File: src/rtl/ble_cmd_pkg.sv
// ble_cmd_pkg: shared states, command codes, packet layout and checksum helper for the BLE command path
package ble_cmd_pkg;
  typedef enum logic [1:0] {S_SYNC, S_CMD, S_ARG, S_CHK} state_t;
  localparam logic [7:0] CMD_PAN     = 8'h01;
  localparam logic [7:0] CMD_CHARGE  = 8'h02;
  localparam logic [7:0] CMD_NEWGAME = 8'h03;
  localparam logic [1:0] PAN_NONE  = 2'd0;
  localparam logic [1:0] PAN_LEFT  = 2'd1;
  localparam logic [1:0] PAN_RIGHT = 2'd2;
  typedef struct packed {
    logic [7:0] cmd;
    logic [7:0] arg;
    logic [7:0] chk;
  } pkt_t;
  function automatic logic [7:0] pkt_sum(input logic [7:0] cmd, input logic [7:0] arg);
    return cmd + arg;
  endfunction
endpackage

File: src/rtl/ble_pkt_framer.sv
// ble_pkt_framer: frames SYNC/CMD/ARG/CHK byte packets with inter-byte timeout; BLE_CMD_DEBUG_EN exposes state and packet-done
module ble_pkt_framer
  import ble_cmd_pkg::*;
#(
  parameter logic [7:0] SYNC_BYTE    = 8'hA5,
  parameter int         BYTE_TIMEOUT = 742500
) (
  input  logic       clk_i,
  input  logic       rst_i,
  input  logic [7:0] byte_i,
  input  logic       byte_valid_i,
`ifdef BLE_CMD_DEBUG_EN
  output logic       pkt_done_o,
  output logic [1:0] state_o,
`endif
  output logic       pkt_valid_o,
  output logic       pkt_err_o,
  output logic [7:0] cmd_o,
  output logic [7:0] arg_o
);
  localparam int TW = $clog2(BYTE_TIMEOUT + 1);
  state_t        state_q, state_d, cur;
  logic [TW-1:0] timer_q, timer_d;
  logic [7:0]    cmd_q, arg_q;
  logic          tmo, done;

  always_ff @(posedge clk_i) state_q <= rst_i ? S_SYNC : state_d;

  // a timeout drops back to S_SYNC first, so a coincident byte is judged as a sync candidate
  always_comb begin
    tmo     = state_q != S_SYNC && timer_q == TW'(BYTE_TIMEOUT);
    cur     = tmo ? S_SYNC : state_q;
    state_d = !byte_valid_i ? cur :
              cur == S_SYNC ? (byte_i == SYNC_BYTE ? S_CMD : S_SYNC) :
              cur == S_CMD  ? S_ARG :
              cur == S_ARG  ? S_CHK : S_SYNC;
    timer_d = (byte_valid_i || cur == S_SYNC) ? '0 : timer_q + 1'b1;
  end

  always_comb begin
    done        = byte_valid_i && cur == S_CHK;
    pkt_valid_o = done && byte_i == pkt_sum(cmd_q, arg_q);
    pkt_err_o   = tmo || (done && byte_i != pkt_sum(cmd_q, arg_q));
    cmd_o       = cmd_q;
    arg_o       = arg_q;
  end

  always_ff @(posedge clk_i) begin
    if (rst_i) begin
      timer_q <= '0;
      cmd_q   <= '0;
      arg_q   <= '0;
    end else begin
      timer_q <= timer_d;
      if (byte_valid_i && cur == S_CMD) cmd_q <= byte_i;
      if (byte_valid_i && cur == S_ARG) arg_q <= byte_i;
    end
  end

`ifdef BLE_CMD_DEBUG_EN
  assign pkt_done_o = done;
  assign state_o    = state_q;
`endif
endmodule

File: src/rtl/ble_cmd_scheduler.sv
// ble_cmd_scheduler: decodes BLE packets into frame-aligned player controls with link failsafe; BLE_CMD_DEBUG_EN builds debug_out capture
module ble_cmd_scheduler
  import ble_cmd_pkg::*;
#(
  parameter logic [7:0] SYNC_BYTE    = 8'hA5,
  parameter int         BYTE_TIMEOUT = 742500,
  parameter int         LINK_TIMEOUT = 37125000
) (
  input  logic        clk_in,
  input  logic        rst_in,
  input  logic [7:0]  byte_in,
  input  logic        byte_valid_in,
  input  logic        new_frame_in,
  output logic        pan_left_out,
  output logic        pan_right_out,
  output logic        charge_out,
  output logic        new_game_out,
  output logic        link_up_out,
  output logic [7:0]  pkt_count_out,
  output logic [7:0]  err_count_out,
  output logic [31:0] debug_out
);
  localparam int LW = $clog2(LINK_TIMEOUT + 1);
  logic          pkt_valid, pkt_err, legal, good, err, lost;
  logic [7:0]    cmd, arg;
  logic [1:0]    pan_pend_q, pan_pend_d, pan_q;
  logic          chg_pend_q, chg_pend_d, chg_q;
  logic          ng_pend_q, ng_pend_d, ng_q;
  logic          link_q, link_d;
  logic [LW-1:0] link_tmr_q, link_tmr_d;
  logic [7:0]    pkt_cnt_q, err_cnt_q;
`ifdef BLE_CMD_DEBUG_EN
  logic          pkt_done;
  logic [1:0]    state;
  pkt_t          dbg_q;
`endif

  ble_pkt_framer #(.SYNC_BYTE(SYNC_BYTE), .BYTE_TIMEOUT(BYTE_TIMEOUT)) u_framer (
    .clk_i       (clk_in),
    .rst_i       (rst_in),
    .byte_i      (byte_in),
    .byte_valid_i(byte_valid_in),
`ifdef BLE_CMD_DEBUG_EN
    .pkt_done_o  (pkt_done),
    .state_o     (state),
`endif
    .pkt_valid_o (pkt_valid),
    .pkt_err_o   (pkt_err),
    .cmd_o       (cmd),
    .arg_o       (arg)
  );

  // link loss releases held pan/charge but keeps a queued new-game request
  always_comb begin
    legal      = cmd == CMD_PAN ? arg < 8'd3 : cmd == CMD_CHARGE ? arg < 8'd2 : cmd == CMD_NEWGAME;
    good       = pkt_valid && legal;
    err        = pkt_err || (pkt_valid && !legal);
    lost       = !good && link_tmr_q == LW'(LINK_TIMEOUT);
    link_tmr_d = good ? '0 : lost ? link_tmr_q : link_tmr_q + 1'b1;
    link_d     = good || (link_q && !lost);
    pan_pend_d = (good && cmd == CMD_PAN) ? arg[1:0] : lost ? PAN_NONE : pan_pend_q;
    chg_pend_d = (good && cmd == CMD_CHARGE) ? arg[0] : !lost && chg_pend_q;
    ng_pend_d  = (good && cmd == CMD_NEWGAME) || (ng_pend_q && !new_frame_in);
  end

  always_ff @(posedge clk_in) begin
    if (rst_in) begin
      pan_pend_q <= PAN_NONE;
      chg_pend_q <= 1'b0;
      ng_pend_q  <= 1'b0;
      pan_q      <= PAN_NONE;
      chg_q      <= 1'b0;
      ng_q       <= 1'b0;
      link_q     <= 1'b0;
      link_tmr_q <= '0;
      pkt_cnt_q  <= '0;
      err_cnt_q  <= '0;
    end else begin
      pan_pend_q <= pan_pend_d;
      chg_pend_q <= chg_pend_d;
      ng_pend_q  <= ng_pend_d;
      link_q     <= link_d;
      link_tmr_q <= link_tmr_d;
      ng_q       <= new_frame_in && ng_pend_q;
      if (new_frame_in) begin
        pan_q <= pan_pend_q;
        chg_q <= chg_pend_q;
      end
      if (good && pkt_cnt_q != 8'hFF) pkt_cnt_q <= pkt_cnt_q + 1'b1;
      if (err && err_cnt_q != 8'hFF) err_cnt_q <= err_cnt_q + 1'b1;
    end
  end

  assign pan_left_out  = pan_q == PAN_LEFT;
  assign pan_right_out = pan_q == PAN_RIGHT;
  assign charge_out    = chg_q;
  assign new_game_out  = ng_q;
  assign link_up_out   = link_q;
  assign pkt_count_out = pkt_cnt_q;
  assign err_count_out = err_cnt_q;

`ifdef BLE_CMD_DEBUG_EN
  always_ff @(posedge clk_in) begin
    if (rst_in) dbg_q <= '0;
    else if (pkt_done) dbg_q <= {cmd, arg, byte_in};
  end
  assign debug_out = {dbg_q, 6'b0, state};
`else
  assign debug_out = 32'h0;
`endif
endmodule

File: config.mk
export PLATFORM = sky130hd
export DESIGN_NAME = ble_cmd_scheduler
export DESIGN_NICKNAME = d
export VERILOG_FILES = /design/src/rtl/ble_cmd_pkg.sv /design/src/rtl/ble_pkt_framer.sv /design/src/rtl/ble_cmd_scheduler.sv
export SDC_FILE = /design/constraint.sdc
export NUM_CORES = 1
export LEC_CHECK = 0
export BUFFER_PORTS_ARGS = -buffer_cell sky130_fd_sc_hd__buf_2
export CAP_MARGIN = 0
export CORE_UTILIZATION = 54
export CTS_BUF_LIST = sky130_fd_sc_hd__clkbuf_8
export CTS_CLUSTER_DIAMETER = 50
export DETAILED_ROUTE_END_ITERATION = 10
export GPL_ROUTABILITY_DRIVEN = 1
export HOLD_SLACK_MARGIN = 0.08
export PLACE_DENSITY = 0.79
export SYNTH_ARGS = -nofsm -noshare
export SYNTH_HDL_FRONTEND = slang
export SYNTH_SLANG_ARGS = --single-unit
File: constraint.sdc
create_clock -name clk_in -period 3.1 [get_ports clk_in]
set_input_delay 0.31 -clock clk_in [delete_from_list [all_inputs] [get_ports clk_in]]
set_output_delay 0.31 -clock clk_in [all_outputs]
set_load 0.01 [all_outputs]
# Word level (Yosys, flattened, before mapping)
# Cells that the tools add are included.
# word_totals
ff_bits	89
input_bits	12
out_inout_bits	53
# op_classes
add_sub_neg	5
magnitude_cmp	2
n_eq_ne	15
muxes	11
reduce_logical	32
# ops
op	count
26-bit by 1-bit adder with 26-bit output, second input constant	1
26-bit == test, second input constant	1
20-bit by 1-bit adder with 20-bit output, second input constant	1
20-bit == test, second input constant	1
1-bit logical AND	18
8-bit by 1-bit adder with 8-bit output, second input constant	2
8-bit by 2-bit == test with 1-bit output, second input constant	2
8-bit by 2-bit less-than comparator with 1-bit output, second input constant	2
8-bit inequality test, second input constant	2
2-bit two-way mux	7
8-bit adder	1
8-bit by 1-bit == test with 1-bit output, second input constant	1
8-bit == test	1
8-bit == test, second input constant	1
8-bit inequality test	1
2-bit == test, second input constant	3
1-bit logical OR	5
2-bit by 1-bit == test with 1-bit output, second input constant	2
1-bit zero test	4
1-bit two-way mux	4
2-bit nonzero test	2
2-bit OR reduction	2
2-bit zero test	1

# Logic depth before layout (Yosys ltp)
# Gate-level depths: netlist (run 1).
# depth
word_depth	12
depth_mapped	13
depth_no_buf	12

# Modules after synthesis
# Synthesis (run 1) repeated with hierarchy kept, for this count alone.
# hier_totals
cells_unflattened	571
area_unflattened_um2	4818.4
# modules_own_cells
module	instances	cells_each	area_each_um2	seq_area_each_um2
ble_cmd_scheduler	1	315	2705.1	1021.0
ble_pkt_framer	1	256	2113.3	760.7

# Least setup slack after synthesis (run 1)
# OpenSTA, ideal clock, no wires.
# synth_timing
path_type	reg-to-reg
startpoint	register u_framer.cmd_q[0] (netlist: u_framer.cmd_o[0])
endpoint	register pkt_cnt_q[6] (netlist: pkt_count_out[6])
t_arrival_ps	2948
required_ps	3030
path_slack_ps	82
path_stages_with_launch	11
n_path_buf	1
cell_sequence	dfxtp_1 > ha_1 > fa_1 > a211oi_2 > o21bai_1 > a211oi_1 > nor2_1 > or4b_4 > buf_6 > or4_1 > a21oi_1
# synth_via
elab_chain_len	5
elab_cells_between_ends	10
# synth_lines
item	line_no	text
from (decl)	ble_pkt_framer.sv:24	logic [7:0] cmd_q, arg_q;
from (signal assigned)	ble_pkt_framer.sv:55	if (byte_valid_i && cur == S_CMD) cmd_q <= byte_i;
8-bit adder / 8-bit by 2-bit == test with 1-bit output (equally long branches)	ble_cmd_pkg.sv:16, ble_cmd_scheduler.sv:55	
8-bit == test / 1-bit two-way mux (equally long branches)	ble_pkt_framer.sv:42, ble_cmd_scheduler.sv:55	
1-bit logical AND / 1-bit two-way mux (equally long branches)	ble_pkt_framer.sv:42, ble_cmd_scheduler.sv:55	
1-bit logical AND *	ble_cmd_scheduler.sv:56	good = pkt_valid && legal;
1-bit logical AND *	ble_cmd_scheduler.sv:89	if (good && pkt_cnt_q != 8'hFF) pkt_cnt_q <= pkt_cnt_q + 1'b1;
to (signal assigned)	ble_cmd_scheduler.sv:89	
to (decl)	ble_cmd_scheduler.sv:31	logic [7:0] pkt_cnt_q, err_cnt_q;
# Every way passes the cells marked *; elsewhere a longest branch is shown, timed or not.
# A chain may end at the register's enable or synchronous reset.

# Worst setup path after layout (run 1)
# layout_timing
startpoint	register u_framer.cmd_q[0] (netlist: u_framer.cmd_o[0])
endpoint	register pkt_cnt_q[4] (netlist: pkt_count_out[4])
# The elaborated chain is that of the path after synthesis.

==> results of run 1 <==
## per-stage QoR
step	hold WS [ns]	power, mW	TNS (ns)	utilization, %
floorplan	0.420	1.32	0	-
global placement	0.431	1.33	0	57.4
detailed placement	0.435	1.33	-0.211	57.4
CTS	0.204	2.12	0	60.5
global route	0.217	2.19	-0.0173	61.1
finish	0.214	2.11	0	61.1
## metal layers
layer,wire (microns),track usage (%),vias to the layer above
met5,0,0,-
met4,196,9.95,0
met3,581,6.00,18
met2,4860,37.6,130
met1,4460,27.9,1984
li1,-,-,2056
## worst min-delay path: cells and delay by family
kind	cells	cell delay [ns]
buffers and inverters	1	0.14
AND/OR/NAND/NOR	2	0.09
## worst max-delay path by stage
stage,depth (start not counted),endpoint
3_5_place_dp,9,pkt_count_out[3]
6_report,9,pkt_count_out[4]
3_3_place_gp,9,pkt_count_out[7]
2_1_floorplan,10,pkt_count_out[6]
4_1_cts,9,pkt_count_out[4]
5_1_grt,9,pkt_count_out[7]
## kinds of logic after synthesis
family,after synthesis
muxes,6
DFF,89
AOI/OAI and AO/OA,80
adders and majority gates,19
and+or+nand+nor,267
buffers and inverters,67
xor gates and xnor gates,52
other,1
## cell usage after synthesis (2+ instances only)
library cell  instances  share of area (%)
a211oi_1              3               0.47
a21o_1                3               0.47
a21oi_1              44                4.6
and2_1                4               0.52
and3_1               10                1.3
and4_1                4               0.73
buf_2                 4               0.42
buf_4                32                5.0
clkbuf_1             13                1.0
dfxtp_1              89                 37
ha_1                 18                4.7
inv_1                16                1.3
mux2_2                2               0.47
mux2i_1               4               0.83
nand2_1              47                3.7
nand2b_1              6               0.78
nand3_1              44                4.6
nand3b_1              3               0.47
nand4_1              11                1.4
nor2_1               78                6.1
nor2b_1               5               0.65
nor3_1               14                1.5
nor4_1               10                1.3
nor4_2                2               0.52
nor4b_1               2               0.37
nor4bb_1              3               0.63
o21ai_0              10                1.0
o31ai_1               8                1.3
o41ai_1               2               0.37
or3_1                 5               0.65
or4_1                10                1.6
or4b_2                2               0.42
xnor2_1              32                5.8
xor2_1               20                3.7
## what timing repair did
item	4_1_cts	5_1_grt
cloned	1	0
pin swaps	8	4
gates resized for setup	9	10
setup endpoints to repair	8	42
buffers inserted	3	1
## final cells by class
| type | instances | area [sq um] |
|---|---|---|
| well taps | 108 | 135 |
| flip-flops and latches | 89 | 1780 |
| clock buffers | 9 | 124 |
| inverters | 16 | 60.1 |
| fillers | 780 | 3370 |
| clock inverters | 7 | 72.6 |
| multi-input cells | 457 | 2840 |
| repair buffers | 47 | 285 |
## placed cells by master (no fill, tap or decap), drive strengths merged, types with 3 or more instances in the layout
cell type,count
a21oi,44
xnor2,32
mux2i,4
dfxtp,89
buf,47
and2,4
nor2,78
xor2,20
nor4b,3
ha,18
or3,5
nand4,11
o31ai,8
nand3,44
o21ai,10
and3,11
nand3b,3
nor2b,5
inv,17
conb,32
nor4bb,3
clkinvlp,4
and4,4
nand2b,6
a211oi,4
nor4,12
or4b,4
or4,10
clkbuf,9
a21o,4
nor3,14
nand2,47
## registers in the layout, summed over array words and instances, names as in the netlist
signal and flops:
u_framer.arg_o 8, ng_pend_q 1, err_count_out 8, new_game_out 1, pan_q 2, link_up_out 1
pan_pend_q 2, u_framer.cmd_o 8, charge_out 1, chg_pend_q 1, link_tmr_q 26, pkt_count_out 8
u_framer.timer_q 20, u_framer.state_q 2
## power groups by stage
stage / Combinational [mW] / Clock (mW) / Sequential, mW
after floorplan: 0.133 / 0 / 1.19
after global placement: 0.137 / 0 / 1.19
after detailed placement: 0.142 / 0 / 1.19
after CTS: 0.145 / 0.813 / 1.16
after global routing: 0.169 / 0.856 / 1.16
final: 0.150 / 0.799 / 1.16
==> results.sh, run 1 <==
export IMPL_rr_startpoint="u_framer.cmd_o[0]"
export IMPL_grt_pass1_wl_microns=16600
export IMPL_die_w_microns=96.3
export IMPL_crit_path_start="u_framer.cmd_o[0]"
export IMPL_coreArea_sq_um=8680
export IMPL_root_buffer="clkbuf_8"
export IMPL_finalWirelength_microns=10100
export IMPL_io_buffers=32
export IMPL_crit_fanout=6
export IMPL_synth_top_family_by_area="simple AND/OR/NAND/NOR gates"
export IMPL_drc=0
export IMPL_synth_simple_gate_area_share_pct=28.7
export IMPL_async_flop_share_pct=0
export IMPL_power_density_nw_per_um2=398
export IMPL_reg2reg_slack_ns=0.04
export IMPL_hold_viol=0
export IMPL_ir_worst_vdd_uv=222
export IMPL_slew_violations=0
export IMPL_synth_compound_area_share_pct=10.1
export IMPL_switching_share_pct=25.6
export IMPL_hold_path_end="new_game_out"
export IMPL_layoutNonFillerInstCount=733
export IMPL_placed_cells=712
export IMPL_pre_cts_slack_ns=-0.0792
export IMPL_grt_total_usage_pct=22.8
export IMPL_grt_pass1_vias=3775
export IMPL_post_dp_hpwl_microns=7220
export IMPL_crit_arrival_ns=3.37
export IMPL_antenna_found_initial=0
export IMPL_n_antenna_cell=0
export IMPL_path_cells="ha_4 -> fa_2 -> xnor2_1 -> nand4_1 -> nor4_1 -> and3_4 -> or4b_4 -> or4_1 -> a21oi_1"
export IMPL_cp_slowest_stage_delay_ns=0.53
export IMPL_combPwrFrac_pct=7.1
export IMPL_vias_per_cell=5.71
export IMPL_drtIter0Drc=188
export IMPL_cts_tree="built"
export IMPL_worstHoldPathCells=3
export IMPL_gr_total_overflow=0
export IMPL_worstMarginPinSlew_ns=0.616
export IMPL_place_area_sq_um=4980
export IMPL_ys_warn_count=0
export IMPL_cts_sinks=89
export IMPL_clock_skew_final_ns=0.0158
export IMPL_cts_max_path_buffers=2
export IMPL_setup_viol=0
export IMPL_synth_cells=581
export IMPL_hold_class="input port to flop"
export IMPL_final_antenna_net_count=0
export IMPL_crit_slowest_cell="fa_2"
export IMPL_relSlewSlack_pct=58.5
export IMPL_vias=4188
export IMPL_cts_buffers=9
export IMPL_ff2ff_path_depth=9
export IMPL_muxShareOfSynthArea_pct=1.30
export IMPL_clockPowerShare_pct=37.8
export IMPL_drive_gt1_share_pct=14.4
export IMPL_clk_pin_slew_worst_paths_ns=0.10
export IMPL_gp_congestion=0.968
export IMPL_clk_latency_ns=0.37
export IMPL_synthAdderAreaFrac_pct=5.11
export IMPL_crit_buf_inv=0
export IMPL_drt_wirelength_per_cell_microns=13.8
export IMPL_p_int_mw=1.57
export IMPL_hold_start="new_frame_in"
export IMPL_endpoint_kind="flop"
export IMPL_ios=65
export IMPL_nets=651
export IMPL_cts_hold_buffers=0
export IMPL_synth_edf_count=0
export IMPL_htree_levels=3
export IMPL_synth_area_sq_um=4800
export IMPL_synthXorXnorAreaFrac_pct=9.49
export IMPL_period_share_pct=98.7
export IMPL_ys_seq_area_share_pct=37.1
export IMPL_critPathKind="flop to flop"
export IMPL_yosysUniqueCellTypes=55
export IMPL_grt_max_degree=27
export IMPL_rows=34
export IMPL_cp_start_kind="flop"
export IMPL_die_area_sq_um=9270
export IMPL_leakagePower_nw=1.91
export IMPL_post_route_worst_setup_slack_ns=0.0417
export IMPL_fmax_mhz=327
export IMPL_maxCapViolations=0
export IMPL_synthFlopType="dfxtp_1"
export IMPL_switching_power_mw=0.540
export IMPL_final_area_sq_um=5310
export IMPL_power_share_sequential_pct=55.1
export IMPL_status="complete, no violations"
export IMPL_fin_crit_ns=3.06
export IMPL_syn_area_per_cell_sq_um=8.26
export IMPL_ys_ff_latch=89
export IMPL_timing_rr_end="pkt_count_out[4]"
export IMPL_crit_required_ns=3.41
export IMPL_critical_path_top_delay_family="simple AND/OR/NAND/NOR gates"
export IMPL_initial_utilization_pct=55.3
export IMPL_fp_dieH_microns=96.3
export IMPL_first_pass_iters=5
export IMPL_syn2layout_area_growth_pct=10.6
Power figures use the tool's default switching activity.
==> run 2: changes to the inputs <==
--- a/config.mk
+++ b/config.mk
@@ -7,6 +7,7 @@
 export LEC_CHECK = 0
 export BUFFER_PORTS_ARGS = -buffer_cell sky130_fd_sc_hd__buf_2
 export CAP_MARGIN = 0
+export CORE_ASPECT_RATIO = 0.75
 export CORE_UTILIZATION = 54
 export CTS_BUF_LIST = sky130_fd_sc_hd__clkbuf_8
 export CTS_CLUSTER_DIAMETER = 50
==> results.sh, run 2 (synthesis gave the netlist of run 1 again) <==
export IMPL_ir_worst_vdd_uv=369
export IMPL_most_common_layout_cells="dfxtp_1, nor2_1, nand2_1"
export IMPL_power_density_nw_per_um2=408
export IMPL_post_dp_hpwl_microns=7510
export IMPL_fillCellCount=726
export IMPL_drtIter0Drc=277
export IMPL_place_area_sq_um=4980
export IMPL_top_regs="link_tmr_q: 26 flops, u_framer.timer_q: 20 flops"
export IMPL_die_w_microns=111
export IMPL_hold_path_end="new_game_out"
export IMPL_top_register="link_tmr_q"
export IMPL_setup_viol=0
export IMPL_crit_arrival_ns=3.39
export IMPL_crit_fanout=6
export IMPL_largest_reg_flops=26
export IMPL_fmax_mhz=324
export IMPL_first_pass_iters=5
export IMPL_cts_sinks=89
export IMPL_whs_ns=0.229
export IMPL_syn2layout_area_growth_pct=11.1
export IMPL_endpoint_kind="flop"
export IMPL_gr_total_overflow=0
export IMPL_io_buffers=32
export IMPL_drive_gt1_share_pct=14.4
export IMPL_rr_startpoint="u_framer.cmd_o[0]"
export IMPL_leakagePower_nw=1.95
export IMPL_hold_class="input port to flop"
export IMPL_fp_dieH_microns=83.6
export IMPL_crit_path_start="u_framer.cmd_o[0]"
export IMPL_rsz0062_at_grt="yes"
export IMPL_timing_rr_end="pkt_count_out[4]"
export IMPL_grt_pass1_vias=3782
export IMPL_layoutNonFillerInstCount=734
export IMPL_coreArea_sq_um=8530
export IMPL_critPathKind="flop to flop"
export IMPL_ios=65
export IMPL_final_area_sq_um=5330
export IMPL_initial_utilization_pct=56.3
export IMPL_maxCapViolations=0
export IMPL_clock_skew_final_ns=0.00688
export IMPL_drt_wirelength_per_cell_microns=14.7
export IMPL_placed_cells=712
export IMPL_gp_congestion=0.877
export IMPL_slew_violations=0
export IMPL_fin_crit_ns=3.09
export IMPL_multi_input_area_sq_um=2840
export IMPL_status="complete, no violations"
export IMPL_reg2reg_slack_ns=0.01
export IMPL_hold_start="new_frame_in"
export IMPL_utilization_pct=62.5
export IMPL_root_buffer="clkbuf_8"
export IMPL_worstMarginPinSlew_ns=0.625
export IMPL_busiest_layer="met2"
export IMPL_clk_pin_slew_worst_paths_ns=0.08
export IMPL_drc=0
export IMPL_vias=4202
export IMPL_clk_latency_ns=0.36
export IMPL_cp_start_kind="flop"
export IMPL_grt_total_usage_pct=22.9
export IMPL_final_antenna_net_count=0
export IMPL_finalWirelength_microns=10800
export IMPL_period_share_pct=99.6
export IMPL_use_met3_pct=5.59
export IMPL_layout_commonest_cell="dfxtp_1"
export IMPL_cts_max_path_buffers=2
export IMPL_ff2ff_path_depth=9
export IMPL_relSlewSlack_pct=58.0
export IMPL_vias_per_cell=5.72
export IMPL_n_antenna_cell=0
export IMPL_hold_viol=0
export IMPL_seqCellArea_sq_um=1780
export IMPL_antenna_found_initial=0
export IMPL_grt_met1_usage_pct=31.3
export IMPL_grt_pass1_wl_microns=17300
export IMPL_die_area_sq_um=9270
export IMPL_met2_usage_pct=35.3
export IMPL_worstHoldPathCells=3
export IMPL_htree_levels=3
export IMPL_crit_required_ns=3.40
export IMPL_cts_tree="built"
export IMPL_cts_buffers=9
export IMPL_rows=29
export IMPL_nets=653
export IMPL_grt_max_degree=28
## run 2: cell count changes in the layout (fill, tap and decap cells not counted), sizes merged
| cell | delta |
|---|---|
| bufinv | +1 |
| buf | +2 |
| clkinvlp | -4 |
| clkbuf | +1 |
| inv | +1 |
## run 2: cell type report
cell class | count | share of cell area (%)
Clock buffer | 10 | 2.58
Clock inverter | 5 | 1.36
Inverter | 16 | 1.13
Multi-Input combinational cell | 457 | 53.3
Sequential cell | 89 | 33.5
Tap cell | 108 | 2.54
Timing Repair Buffer | 49 | 5.63
## run 2: how the worst max path moves through the flow
stage / end / slack (ns)
after floorplan: pkt_count_out[6] / 0.08
after global routing: pkt_count_out[4] / -0.05
after CTS: pkt_count_out[3] / 0.02
final: pkt_count_out[4] / 0.01
after detailed placement: pkt_count_out[3] / -0.05
after global placement: pkt_count_out[3] / 0.04
## run 2: critical path: stages, from the launching register on
cell and delay (ns):
dfxtp_2 0.34, ha_4 0.16, fa_2 0.40, a211oi_4 0.31
nor3_2 0.09, nor4b_2 0.32, and3_1 0.25, or4b_4 0.52
or4_1 0.49, a21oi_1 0.14
## run 2: stage by stage
stage                     worst slack (ns)  total power, mW  setup TNS [ns]
final                               0.0112             2.17               0
after global routing               -0.0508             2.26         -0.0508
after CTS                           0.0199             2.18               0
after detailed placement           -0.0550             1.33          -0.152
after global placement              0.0412             1.33               0
after floorplan                     0.0819             1.32               0
## run 2: what timing repair did
| item | in CTS | in global routing |
|---|---|---|
| buffers inserted | 3 | 3 |
| cloned | 0 | 1 |
| pin swaps | 1 | 13 |
| endpoints found under the setup margin | 4 | 42 |
| hold buffers | 0 | 0 |
| resized for setup | 2 | 16 |
## run 2: where the power goes
group	internal (mW)	leakage, nW	total, mW	switching (mW)
Combinational	0.0510	1.12	0.153	0.102
Clock	0.465	0.115	0.857	0.392
Sequential	1.15	0.719	1.16	0.0115
## run 2: routing by layer
metal,vias up,share of wire [%]
met2,150,45
met3,18,5.6
li1,2055,-
met1,1979,48
met5,-,0
met4,0,1.4
==> run 3: changes to the inputs <==
--- a/config.mk
+++ b/config.mk
@@ -14,7 +14,7 @@
 export DETAILED_ROUTE_END_ITERATION = 10
 export GPL_ROUTABILITY_DRIVEN = 1
 export HOLD_SLACK_MARGIN = 0.08
-export PLACE_DENSITY = 0.79
+export PLACE_DENSITY = 0.77
 export SYNTH_ARGS = -nofsm -noshare
 export SYNTH_HDL_FRONTEND = slang
 export SYNTH_SLANG_ARGS = --single-unit
==> constraint.sdc (replaced) <==
create_clock -name clk_in -period 2.66 [get_ports clk_in]
set_input_delay 0.266 -clock clk_in [delete_from_list [all_inputs] [get_ports clk_in]]
set_output_delay 0.266 -clock clk_in [all_outputs]
set_load 0.01 [all_outputs]
==> results.sh, run 3 (synthesis gave the netlist of run 1 again) <==
export IMPL_status="finished with violations"
export IMPL_violations="setup timing"
export IMPL_power_density_nw_per_um2=469
export IMPL_path_cells="ha_4 -> fa_2 -> a211oi_4 -> buf_4 -> nor4bb_2 -> a211o_1 -> o221a_4 -> a21o_4 -> or4_4 -> a21oi_2"
export IMPL_vias=4300
export IMPL_root_buffer="clkbuf_8"
export IMPL_pre_cts_slack_ns=-0.439
export IMPL_gp_congestion=0.834
export IMPL_layoutNonFillerInstCount=775
export IMPL_io_buffers=32
export IMPL_grt_pass1_vias=3849
export IMPL_n_antenna_cell=0
export IMPL_coreArea_sq_um=8530
export IMPL_worstMarginPinSlew_ns=0.601
export IMPL_maxCapViolations=0
export IMPL_drtIter0Drc=235
export IMPL_fmax_mhz=339
export IMPL_finalWirelength_microns=10900
export IMPL_clock_skew_final_ns=0.0111
export IMPL_ir_worst_vdd_uv=413
export IMPL_syn2layout_area_growth_pct=20.5
export IMPL_place_area_sq_um=5300
export IMPL_grt_max_degree=30
export IMPL_drt_wirelength_per_cell_microns=14.1
export IMPL_clk_latency_ns=0.37
export IMPL_placed_cells=751
export IMPL_most_common_layout_cells="dfxtp_1, nor2_1, buf_4"
export IMPL_cts_buffers=9
export IMPL_setup_viol=45
export IMPL_slew_violations=0
export IMPL_rsz0062_at_grt="yes"
export IMPL_rows=29
export IMPL_htree_levels=3
export IMPL_nets=693
export IMPL_critPathKind="flop to flop"
export IMPL_largest_reg_flops=26
export IMPL_relSlewSlack_pct=59.9
export IMPL_final_area_sq_um=5780
export IMPL_crit_required_ns=2.96
export IMPL_antenna_found_initial=0
export IMPL_drive_gt1_share_pct=21.6
export IMPL_fin_crit_ns=2.95
export IMPL_ios=65
export IMPL_die_area_sq_um=9270
export IMPL_crit_slowest_cell="or4_4"
export IMPL_leakagePower_nw=2.18
export IMPL_finalSetupTns_ns=-8.66
export IMPL_endpoint_kind="flop"
export IMPL_cp_slowest_stage_delay_ns=0.51
export IMPL_first_pass_iters=7
export IMPL_total_power_mw=2.71
export IMPL_crit_arrival_ns=3.26
export IMPL_initial_utilization_pct=56.3
export IMPL_layout_commonest_cell="dfxtp_1"
export IMPL_clk_pin_slew_worst_paths_ns=0.09
export IMPL_die_w_microns=111
export IMPL_whs_ns=0.184
export IMPL_grt_total_usage_pct=24.1
export IMPL_cts_sinks=89
export IMPL_post_route_worst_setup_slack_ns=-0.290
export IMPL_final_antenna_net_count=0
export IMPL_fp_dieH_microns=83.6
export IMPL_period_share_pct=111
export IMPL_cp_start_kind="flop"
export IMPL_crit_fanout=5
export IMPL_cts_max_path_buffers=2
export IMPL_top_register="link_tmr_q"
export IMPL_cts_hold_buffers=0
export IMPL_drc=0
export IMPL_hold_class="input port to flop"
export IMPL_vias_per_cell=5.55
export IMPL_gr_total_overflow=0
export IMPL_grt_pass1_wl_microns=18100
export IMPL_utilization_pct=67.8
export IMPL_hold_viol=0
export IMPL_cts_tree="built"
export IMPL_post_dp_hpwl_microns=7740
export IMPL_top_regs="link_tmr_q: 26 flops, u_framer.timer_q: 20 flops"
run 3: cell count changes in the layout (fill, tap and decap cells not counted), moves of 3 or more:
cell      previous run  this run
nor4bb_1             3         0
or4_1               10         7
buf_4               16        54
or4_4                0         3
run 3: power breakdown:
| part | leakage [nW] | total, mW | switching, mW | internal [mW] |
|---|---|---|---|---|
| logic | 1.34 | 0.210 | 0.128 | 0.0819 |
| clock network | 0.123 | 1.15 | 0.493 | 0.652 |
| registers | 0.719 | 1.35 | 0.0114 | 1.34 |
run 3: repair_timing:
action	in CTS	in global routing
gates resized for setup	15	16
pin swaps	24	5
gates cloned	2	0
buffers inserted	5	1
endpoints found under the setup margin	47	67
run 3: layer usage:
metal  vias to the layer above  wire length, microns  GRT usage, %
met5                         -                     0             0
met4                         0                   157          7.03
met3                        15                   589          6.68
met2                       126                  4910          38.3
met1                      2028                  5290          31.9
li1                       2131                     -             -
run 3: layout make-up:
| type | count | area (sq um) |
|---|---|---|
| multi-input cells | 458 | 2950 |
| fillers | 661 | 2750 |
| flip-flops and latches | 89 | 1780 |
| repair buffers | 88 | 597 |
| clock buffers | 10 | 138 |
| well taps | 108 | 135 |
| clock inverters | 6 | 115 |
| inverters | 16 | 60.1 |
run 3: worst paths after layout:
kind                startpoint               end  slack (ns)  cells after the start
max          u_framer.arg_o[0]  err_count_out[5]       -0.29                     10
min               new_frame_in      new_game_out        0.18                      3
max reg2reg  u_framer.arg_o[0]  err_count_out[5]       -0.29                     10
min reg2reg          ng_pend_q      new_game_out        0.46                      2
run 3: critical path, delay by kind of cell, from the launching register on:
kind,cells,cell delay (ns)
buf+inv,1,0.18
flops,1,0.34
simple gates,2,0.55
compound gates,5,1.25
fa+ha+maj,2,0.55
